**config.mk**
```make
export PLATFORM = sky130hd
export DESIGN_NAME = demux_stream
export DESIGN_NICKNAME = d
export VERILOG_FILES = /design/src/rtl/maxpool_pkg.sv /design/src/rtl/demux_stream_out_slot.sv /design/src/rtl/demux_stream.sv
export SDC_FILE = /design/constraint.sdc
export NUM_CORES = 1
export LEC_CHECK = 0
export CAP_MARGIN = 20
export CORE_MARGIN = 2
export CORE_UTILIZATION = 39
export DETAILED_ROUTE_END_ITERATION = 12
export PLACE_DENSITY = 0.89
export SYNTH_ARGS = -nofsm -noshare
export SYNTH_HDL_FRONTEND = slang
export SYNTH_SLANG_ARGS = --single-unit
```
**constraint.sdc**
```tcl
create_clock -name clk -period 1.39 [get_ports clk]
set_input_delay 0.278 -clock clk [delete_from_list [all_inputs] [get_ports clk]]
set_output_delay 0.278 -clock clk [all_outputs]
set_load 0.01 [all_outputs]
```
**src/rtl/maxpool_pkg.sv**
```systemverilog
// Shared definitions for the stream demultiplexer: width/row defaults and channel encodings.
package maxpool_pkg;

    localparam int DATA_WIDHT_DEF = 8;
    localparam int ROW_LEN_DEF    = 4;

    typedef enum logic {
        CH_A = 1'b0,
        CH_B = 1'b1
    } channel_e;

endpackage : maxpool_pkg

```
**src/rtl/demux_stream_out_slot.sv**
```systemverilog
// One-entry output register slice: accepts a word on load, presents it until the sink drains it.
module out_slot #(
    parameter int WIDTH = 8
) (
    input  logic             clk,
    input  logic             rst_n,
    input  logic             load,
    input  logic [WIDTH-1:0] data_in,
    input  logic             ready,
    output logic [WIDTH-1:0] data,
    output logic             valid,
    output logic             free
);

    // Free when empty, or when the current word leaves on this edge.
    assign free = !valid || ready;

    always_ff @(posedge clk or negedge rst_n) begin
        if (!rst_n) begin
            valid <= 1'b0;
            data  <= '0;
        end else if (load) begin
            valid <= 1'b1;
            data  <= data_in;
        end else if (ready) begin
            valid <= 1'b0;
        end
    end

endmodule : out_slot

```
**src/rtl/demux_stream.sv**
```systemverilog
// Two-way stream demultiplexer with per-channel one-entry output slots.
// Build macro DEMUX_AUTO_SEL_EN: channel chosen by an internal row counter instead of Select.
module demux_stream
    import maxpool_pkg::*;
#(
    parameter int DATA_WIDHT = DATA_WIDHT_DEF,
    parameter int ROW_LEN    = ROW_LEN_DEF
) (
    input  logic                  clk,
    input  logic                  rst_n,
    input  logic [DATA_WIDHT-1:0] Data_In,
    input  logic                  In_Valid,
    output logic                  In_Ready,
    input  logic                  Select,
    output logic [DATA_WIDHT-1:0] Data_A,
    output logic                  A_Valid,
    input  logic                  A_Ready,
    output logic [DATA_WIDHT-1:0] Data_B,
    output logic                  B_Valid,
    input  logic                  B_Ready,
    output logic                  Sel_State
);

    channel_e eff_ch;
    logic     a_free;
    logic     b_free;
    logic     xfer;
    logic     load_a;
    logic     load_b;

`ifdef DEMUX_AUTO_SEL_EN
    channel_e   sel_q;
    logic [7:0] beat_cnt;
    logic       unused_select;

    assign unused_select = Select;

    // Counter and select only move on an accepted beat, so stalls freeze the row position.
    always_ff @(posedge clk or negedge rst_n) begin
        if (!rst_n) begin
            beat_cnt <= '0;
            sel_q    <= CH_A;
        end else if (xfer) begin
            if (beat_cnt == 8'(ROW_LEN - 1)) begin
                beat_cnt <= '0;
                sel_q    <= (sel_q == CH_A) ? CH_B : CH_A;
            end else begin
                beat_cnt <= beat_cnt + 8'd1;
            end
        end
    end

    assign eff_ch = sel_q;
`else
    assign eff_ch = channel_e'(Select);
`endif

    assign Sel_State = logic'(eff_ch);

    always_comb begin
        In_Ready = 1'b0;
        if (rst_n) begin
            In_Ready = (eff_ch == CH_A) ? a_free : b_free;
        end
    end

    assign xfer   = In_Valid && In_Ready;
    assign load_a = xfer && (eff_ch == CH_A);
    assign load_b = xfer && (eff_ch == CH_B);

    out_slot #(.WIDTH(DATA_WIDHT)) u_slot_a (
        .clk     (clk),
        .rst_n   (rst_n),
        .load    (load_a),
        .data_in (Data_In),
        .ready   (A_Ready),
        .data    (Data_A),
        .valid   (A_Valid),
        .free    (a_free)
    );

    out_slot #(.WIDTH(DATA_WIDHT)) u_slot_b (
        .clk     (clk),
        .rst_n   (rst_n),
        .load    (load_b),
        .data_in (Data_In),
        .ready   (B_Ready),
        .data    (Data_B),
        .valid   (B_Valid),
        .free    (b_free)
    );

endmodule : demux_stream

```
==> metrics.yaml, run 1 <==
status: "finished, violations left"
violations: "setup timing"
finalSetupViolCount: 6
grt_overflow: 0
dp.cells: 111
p_seq_share_pct: 46.7
yosysTopAreaCell: "dfrtp_1"
synthArstFlopShare_pct: 100
grt_util_all_layers_pct: 18.4
post-route-period-util_pct: 102
gp_congestion: 0.717
yosysMostFrequentCell: "dfrtp_1"
drive_gt1_share_pct: 39.6
antenna_found_initial: 0
initial_utilization_pct: 41.5
clock_sinks: 18
fp.coreArea_sq_um: 1730
syn2layout_area_growth_pct: 74.0
portBuffers: 33
ys_ff_latch: 18
period_needed_ns: 1.42
drt_iter0_drc: 4
utilization_pct: 72.2
fin_ws_ns: -0.0273
grt_pass1_vias: 596
finalHoldViolCount: 0
rsz0062_at_grt: "true"
drtPass1Iterations: 4
p_comb_share_pct: 31.8
pwr_density_cell_nw_per_um2: 1170
vias_per_cell: 4.59
synth_fp_nets: 60
cp_top_family: "flip-flops"
avgSynthCellArea_sq_um: 15.6
clkPwrFrac_pct: 21.4
antenna_left: 0
worst_r2r_path_depth: 5
regToRegSetupSlack_ns: -0.03
yosys_most_used_dff: "dfrtp_1"
synth_top_area_share_pct: 62.8
slew_headroom_pct: 85.1
drc: 0
met2_usage_pct: 31.2
p_sw_w: 0.000378
use_met1_pct: 19.9
fp.dieArea_sq_um: 2200
clk_pin_slew_ns: 0.10
ioPinCount: 34
wl_per_cell_um: 15.0
cts_tree: "yes"
ys_warn_count: 0
timing.rr.start: "u_slot_a.valid"
power_w: 0.00145
crit_chain: "nand2b_4 -> buf_6 -> nor3b_4 -> buf_6 -> mux2_4"
fmax_mhz: 706
cp_data_required_time_ns: 1.56
fin_cells: 116
synth_edf_count: 0
htreeDepth: 1
rows: 15
crit_type: "reg -> reg"
cp-start-kind: "flop"
seq_area_frac_synth_pct: 62.8
cts_root_buffer: "clkbuf_4"
fin_skew_ns: 0.00870
maxCapViolCount: 0
grt-busiest-layer: "met2"
crit_arrival_ns: 1.59
grtUsageMet3_pct: 5.38
grt_max_degree: 12
whs_ns: 0.145
diodes: 0
vias: 533
setup_tns_ns: -0.134
yosysUniqueCellTypes: 10
crit_top_cell: "buf_6"
ir_drop_mv: 0.629
holdBufCountCts: 0
tightest_slew_ns: 0.224
fp.dieW_um: 46.9
die_h_um: 46.9
worst-path-max-fanout: 5
crit_cells: 5
rr_endpoint: "u_slot_a.data[1]"
synth_area_sq_um: 717
cp-end-kind: "flop"
switching_share_pct: 26.0
crit_buf_inv: 2
hp-class: "in -> async"
synthCells: 46
hpwlAfterDp_mm: 1.20
final_nets: 106
drt-total-wl_mm: 1.74
insertion_delay_ns: 0.29
leakagePower_nw: 0.629
fillCellCount: 121
synth_common_cells: "18 x dfrtp_1, 16 x mux2_2"
max_stage_delay_ns: 0.42
slowest_stage: "dfrtp_1"
cts.path.max_buffers: 2
drv_slew: 0
grt_pass1_wl_mm: 2.67
netlist_top_cells_area: "dfrtp_1 63%, mux2_2 25%, nor3b_4 2.6%, buf_4 2.1%, nand2b_1 1.7%"
cts_buffers: 3
intPower_w: 0.00108
-- area by class of cell --
class | instances | area, sq um | area share (%)
Clock buffer | 4 | 36.3 | 2.91
Multi-Input combinational cell | 26 | 337 | 27.0
Tap cell | 25 | 31.3 | 2.51
Sequential cell | 18 | 450 | 36.1
Timing Repair Buffer | 43 | 393 | 31.5
-- how the worst max path moves through the flow --
stage                   start          endpoint  slack, ns
5_1_grt        u_slot_b.valid          In_Ready      -0.08
2_1_floorplan  u_slot_a.valid  u_slot_a.data[0]       0.06
3_3_place_gp          A_Ready          In_Ready      -0.43
4_1_cts        u_slot_b.valid          In_Ready      -0.06
3_5_place_dp          B_Ready          In_Ready      -0.47
6_report       u_slot_a.valid  u_slot_a.data[1]      -0.03
-- routing by layer --
layer  wire length [um]  up-vias
met2                835       25
li1                   -      245
met3                135        4
met5                  0        -
met4                 34        0
met1                735      259
-- through the flow --
step / cell area, sq um / worst slack [ns]
floorplan: 717 / 0.0613
global placement: 1130 / -0.435
detailed placement: 1130 / -0.473
CTS: 1230 / -0.0573
global route: 1250 / -0.0828
finish: 1250 / -0.0273
-- what timing repair did --
| action | CTS | global route |
|---|---|---|
| endpoints found under the setup margin | 36 | 16 |
| pin swaps | 1 | 0 |
| setup buffers | 1 | 1 |
| resized for setup | 49 | 6 |
-- layout by cell type (no fill, tap or decap), types with 2 or more instances in the layout --
cell	instances
buf_4	5
buf_6	5
clkbuf_4	3
clkdlybuf4s50_1	8
dfrtp_1	18
dlygate4sd2_1	23
mux2_4	16
nand2b_4	2
-- power groups by stage --
stage	combinational (W)	sequential [W]	clock (W)
CTS	0.000448	0.000676	0.000318
finish	0.000462	0.000680	0.000312
floorplan	0.000114	0.000736	0
detailed placement	0.000466	0.000686	0
global placement	0.000456	0.000682	0
global route	0.000498	0.000694	0.000348
-- flip-flops by register name, indices dropped and copies added, names as in the netlist --
signal,flops
u_slot_a.data,8
u_slot_b.valid,1
u_slot_b.data,8
u_slot_a.valid,1
-- logic make-up (layout without fill, tap and decap cells) --
logic type,count (synthesis),in the layout,synth area share [%]
flops,18,18,62.8
mux,17,17,26.5
simple gates,8,8,7.85
buf+inv,2,47,2.09
compound gates,1,1,0.697
No activity file was read; power rests on OpenSTA's default activity.
==> run 2: changes to the inputs <==
--- a/config.mk
+++ b/config.mk
@@ -10,6 +10,7 @@
 export CORE_UTILIZATION = 39
 export DETAILED_ROUTE_END_ITERATION = 12
 export PLACE_DENSITY = 0.89
+export SETUP_SLACK_MARGIN = 0.15
 export SYNTH_ARGS = -nofsm -noshare
 export SYNTH_HDL_FRONTEND = slang
 export SYNTH_SLANG_ARGS = --single-unit
==> run 2 against run 1 <==
Compared with the run above:
- clock skew barely moved
- the flow still finishes with violations (setup timing)
- flip-flop and latch count is the same
- setup slack got worse by 0.12 ns
- hold slack got worse by 0.014 ns
- global-route usage barely moved
- die area unchanged
- final cell count up 4.3%
- non-clock buffer count grew 5
- final area rose by 2.5%
- clock-buffer cell count is the same
- critical path type is now in -> out
- first-iteration DRC count grew 100%
==> metrics.yaml, run 2 (synthesized netlist as in run 1, its figures left out) <==
p_comb_share_pct: 33.8  # +2.0 points
mostFrequentLayoutCells: "18 x dfrtp_1, 16 x mux2_4, 12 x clkdlybuf4s15_1"
grt_util_all_layers_pct: 18.5  # +0.036 points
clock_sinks: 18  # unchanged
reg_top3: "u_slot_a.data (8), u_slot_b.data (8)"
crit_path_end: "In_Ready"
drc: 0  # unchanged
preCtsSetupSlack_ns: -0.473  # unchanged
antenna_found_initial: 0  # unchanged
portBuffers: 33  # unchanged
intPower_w: 0.00111  # +3.4%
fp.coreArea_sq_um: 1730  # unchanged
cts.path.max_buffers: 2  # unchanged
period_needed_ns: 1.54  # +0.122 ns
vias_per_cell: 4.75  # +3.4%
leakagePower_nw: 0.625  # -0.70%
final_nets: 111  # +4.7%
fp.dieW_um: 46.9  # unchanged
final_common_cell: "dfrtp_1"
drt_iter0_drc: 8  # +4
switching_share_pct: 26.6  # +0.65 points
die_h_um: 46.9  # unchanged
crit_chain: "clkdlybuf4s50_1 -> nand2b_4 -> mux2i_1 -> nor2b_1 -> buf_2"
timing.rr.start: "u_slot_a.valid"
grt_overflow: 0  # unchanged
clk_pin_slew_ns: 0.11  # about the same
fin_skew_ns: 0.00918  # +0.000474 ns
finalSetupViolCount: 9  # +3
violations: "setup timing"
antenna_left: 0  # unchanged
holdBufCountCts: 0  # unchanged
crit_arrival_ns: 1.26  # -0.33 ns
final-seq-area_sq_um: 450  # unchanged
worst-path-max-fanout: 2  # -3
fin_cells: 121  # +4.3%
initial_utilization_pct: 41.5  # unchanged
crit_type: "in -> out"
drive_gt1_share_pct: 50.0  # +10 points
fmax_mhz: 650  # -7.9%
worst_r2r_path_depth: 5  # unchanged
cts_root_buffer: "clkbuf_4"
cts_buffers: 3  # unchanged
syn2layout_area_growth_pct: 78.4
ir_drop_mv: 0.761  # +21%
diodes: 0  # unchanged
gp_congestion: 0.717  # unchanged
grt_pass1_wl_mm: 2.71  # +1.5%
grt_pass1_vias: 576  # -3.4%
rr_endpoint: "u_slot_a.data[7]"
post-route-period-util_pct: 111  # +8.8 points
drtPass1Iterations: 3  # -1
fin_ws_ns: -0.149  # -0.122 ns
drt-total-wl_mm: 1.96  # +13%
rsz0062_at_grt: "true"
tightest_slew_ns: 0.242  # +0.0177 ns
slew_headroom_pct: 83.9  # -1.2 points
cp-start-kind: "primary input"
finalInstanceArea_sq_um: 1280  # +2.5%
cts_tree: "yes"
max_stage_delay_ns: 0.47  # +0.05 ns
ioPinCount: 34  # unchanged
crit_start: "B_Ready"
rows: 15  # unchanged
hpwlAfterDp_mm: 1.20  # unchanged
maxCapViolCount: 0  # unchanged
status: "finished, violations left"
regToRegSetupSlack_ns: -0.07  # -0.04 ns
crit_cells: 5  # unchanged
grt_max_degree: 12  # unchanged
multiInputGateArea_sq_um: 337  # unchanged
finalHoldViolCount: 0  # unchanged
pwr_density_cell_nw_per_um2: 1190  # +1.8%
fp.dieArea_sq_um: 2200  # unchanged
whs_ns: 0.132  # -0.0137 ns
wl_per_cell_um: 16.2  # +8.0%
cp_data_required_time_ns: 1.11  # -0.45 ns
crit_buf_inv: 2  # unchanged
slowest_stage: "clkdlybuf4s50_1"
hp-class: "in -> async"
p_seq_share_pct: 45.1  # -1.6 points
setup_tns_ns: -0.540  # -0.407 ns
htreeDepth: 1  # unchanged
fillCellCount: 123  # +1.7%
drv_slew: 0  # unchanged
dp.cells: 111  # unchanged
place_area_sq_um: 1130  # unchanged
cp_top_family: "buffers and inverters"
insertion_delay_ns: 0.29  # about the same
p_sw_w: 0.000404  # +7.0%
clkPwrFrac_pct: 21.1  # -0.3 points
vias: 575  # +7.9%
cp-end-kind: "primary output"
[run 2: cell count changes in the layout (fill, tap and decap cells not counted)]
| cell | previous run | this run |
|---|---|---|
| clkdlybuf4s15_1 | 0 | 12 |
| dlygate4sd2_1 | 23 | 4 |
| dlymetal6s2s_1 | 1 | 0 |
| clkbuf_2 | 0 | 7 |
| clkdlybuf4s50_1 | 8 | 9 |
| buf_4 | 5 | 8 |
| buf_6 | 5 | 7 |
[run 2: cell type report]
cell class,instances,area share [%]
repair buffers,48,33.2
flip-flops and latches,18,35.2
well taps,25,2.45
multi-input cells,26,26.3
clock buffers,4,2.84
[run 2: worst min path at each step]
stage	start	end	slack [ns]	cells past startpoint
finish	rst_n	u_slot_a.data[0]	0.13	2
global route	rst_n	u_slot_a.data[0]	0.14	2
CTS	rst_n	u_slot_a.data[0]	0.14	2
detailed placement	u_slot_a.data[1]	u_slot_a.data[1]	0.49	1
global placement	u_slot_b.data[2]	u_slot_b.data[2]	0.49	1
floorplan	rst_n	u_slot_a.data[0]	-0.02	0
[run 2: power groups by stage]
stage	clock [W]	sequential, W	combinational, W
2_1_floorplan	0	0.000736	0.000114
3_5_place_dp	0	0.000686	0.000466
6_report	0.000320	0.000684	0.000513
4_1_cts	0.000318	0.000680	0.000492
3_3_place_gp	0	0.000682	0.000456
5_1_grt	0.000343	0.000696	0.000547
[run 2: what timing repair did]
action / CTS / global route
endpoints found under the setup margin: 36 / 30
pin swaps: 1 / 0
resized for setup: 68 / 13
setup buffers: 2 / 4
cloned: 0 / 0
[run 2: per-stage QoR]
step | power [W] | util [%]
after floorplan | 0.000850 | -
after global placement | 0.00114 | 65.5
after detailed placement | 0.00115 | 65.5
after CTS | 0.00149 | 73.9
after global routing | 0.00159 | 74.1
final | 0.00152 | 74.1
[run 2: metal layers]
metal,vias to the layer above,track usage (%),wire length (um)
li1,257,-,-
met4,0,8.33,19
met1,289,21.4,853
met2,27,32.1,955
met3,2,4.62,132
met5,-,0,0
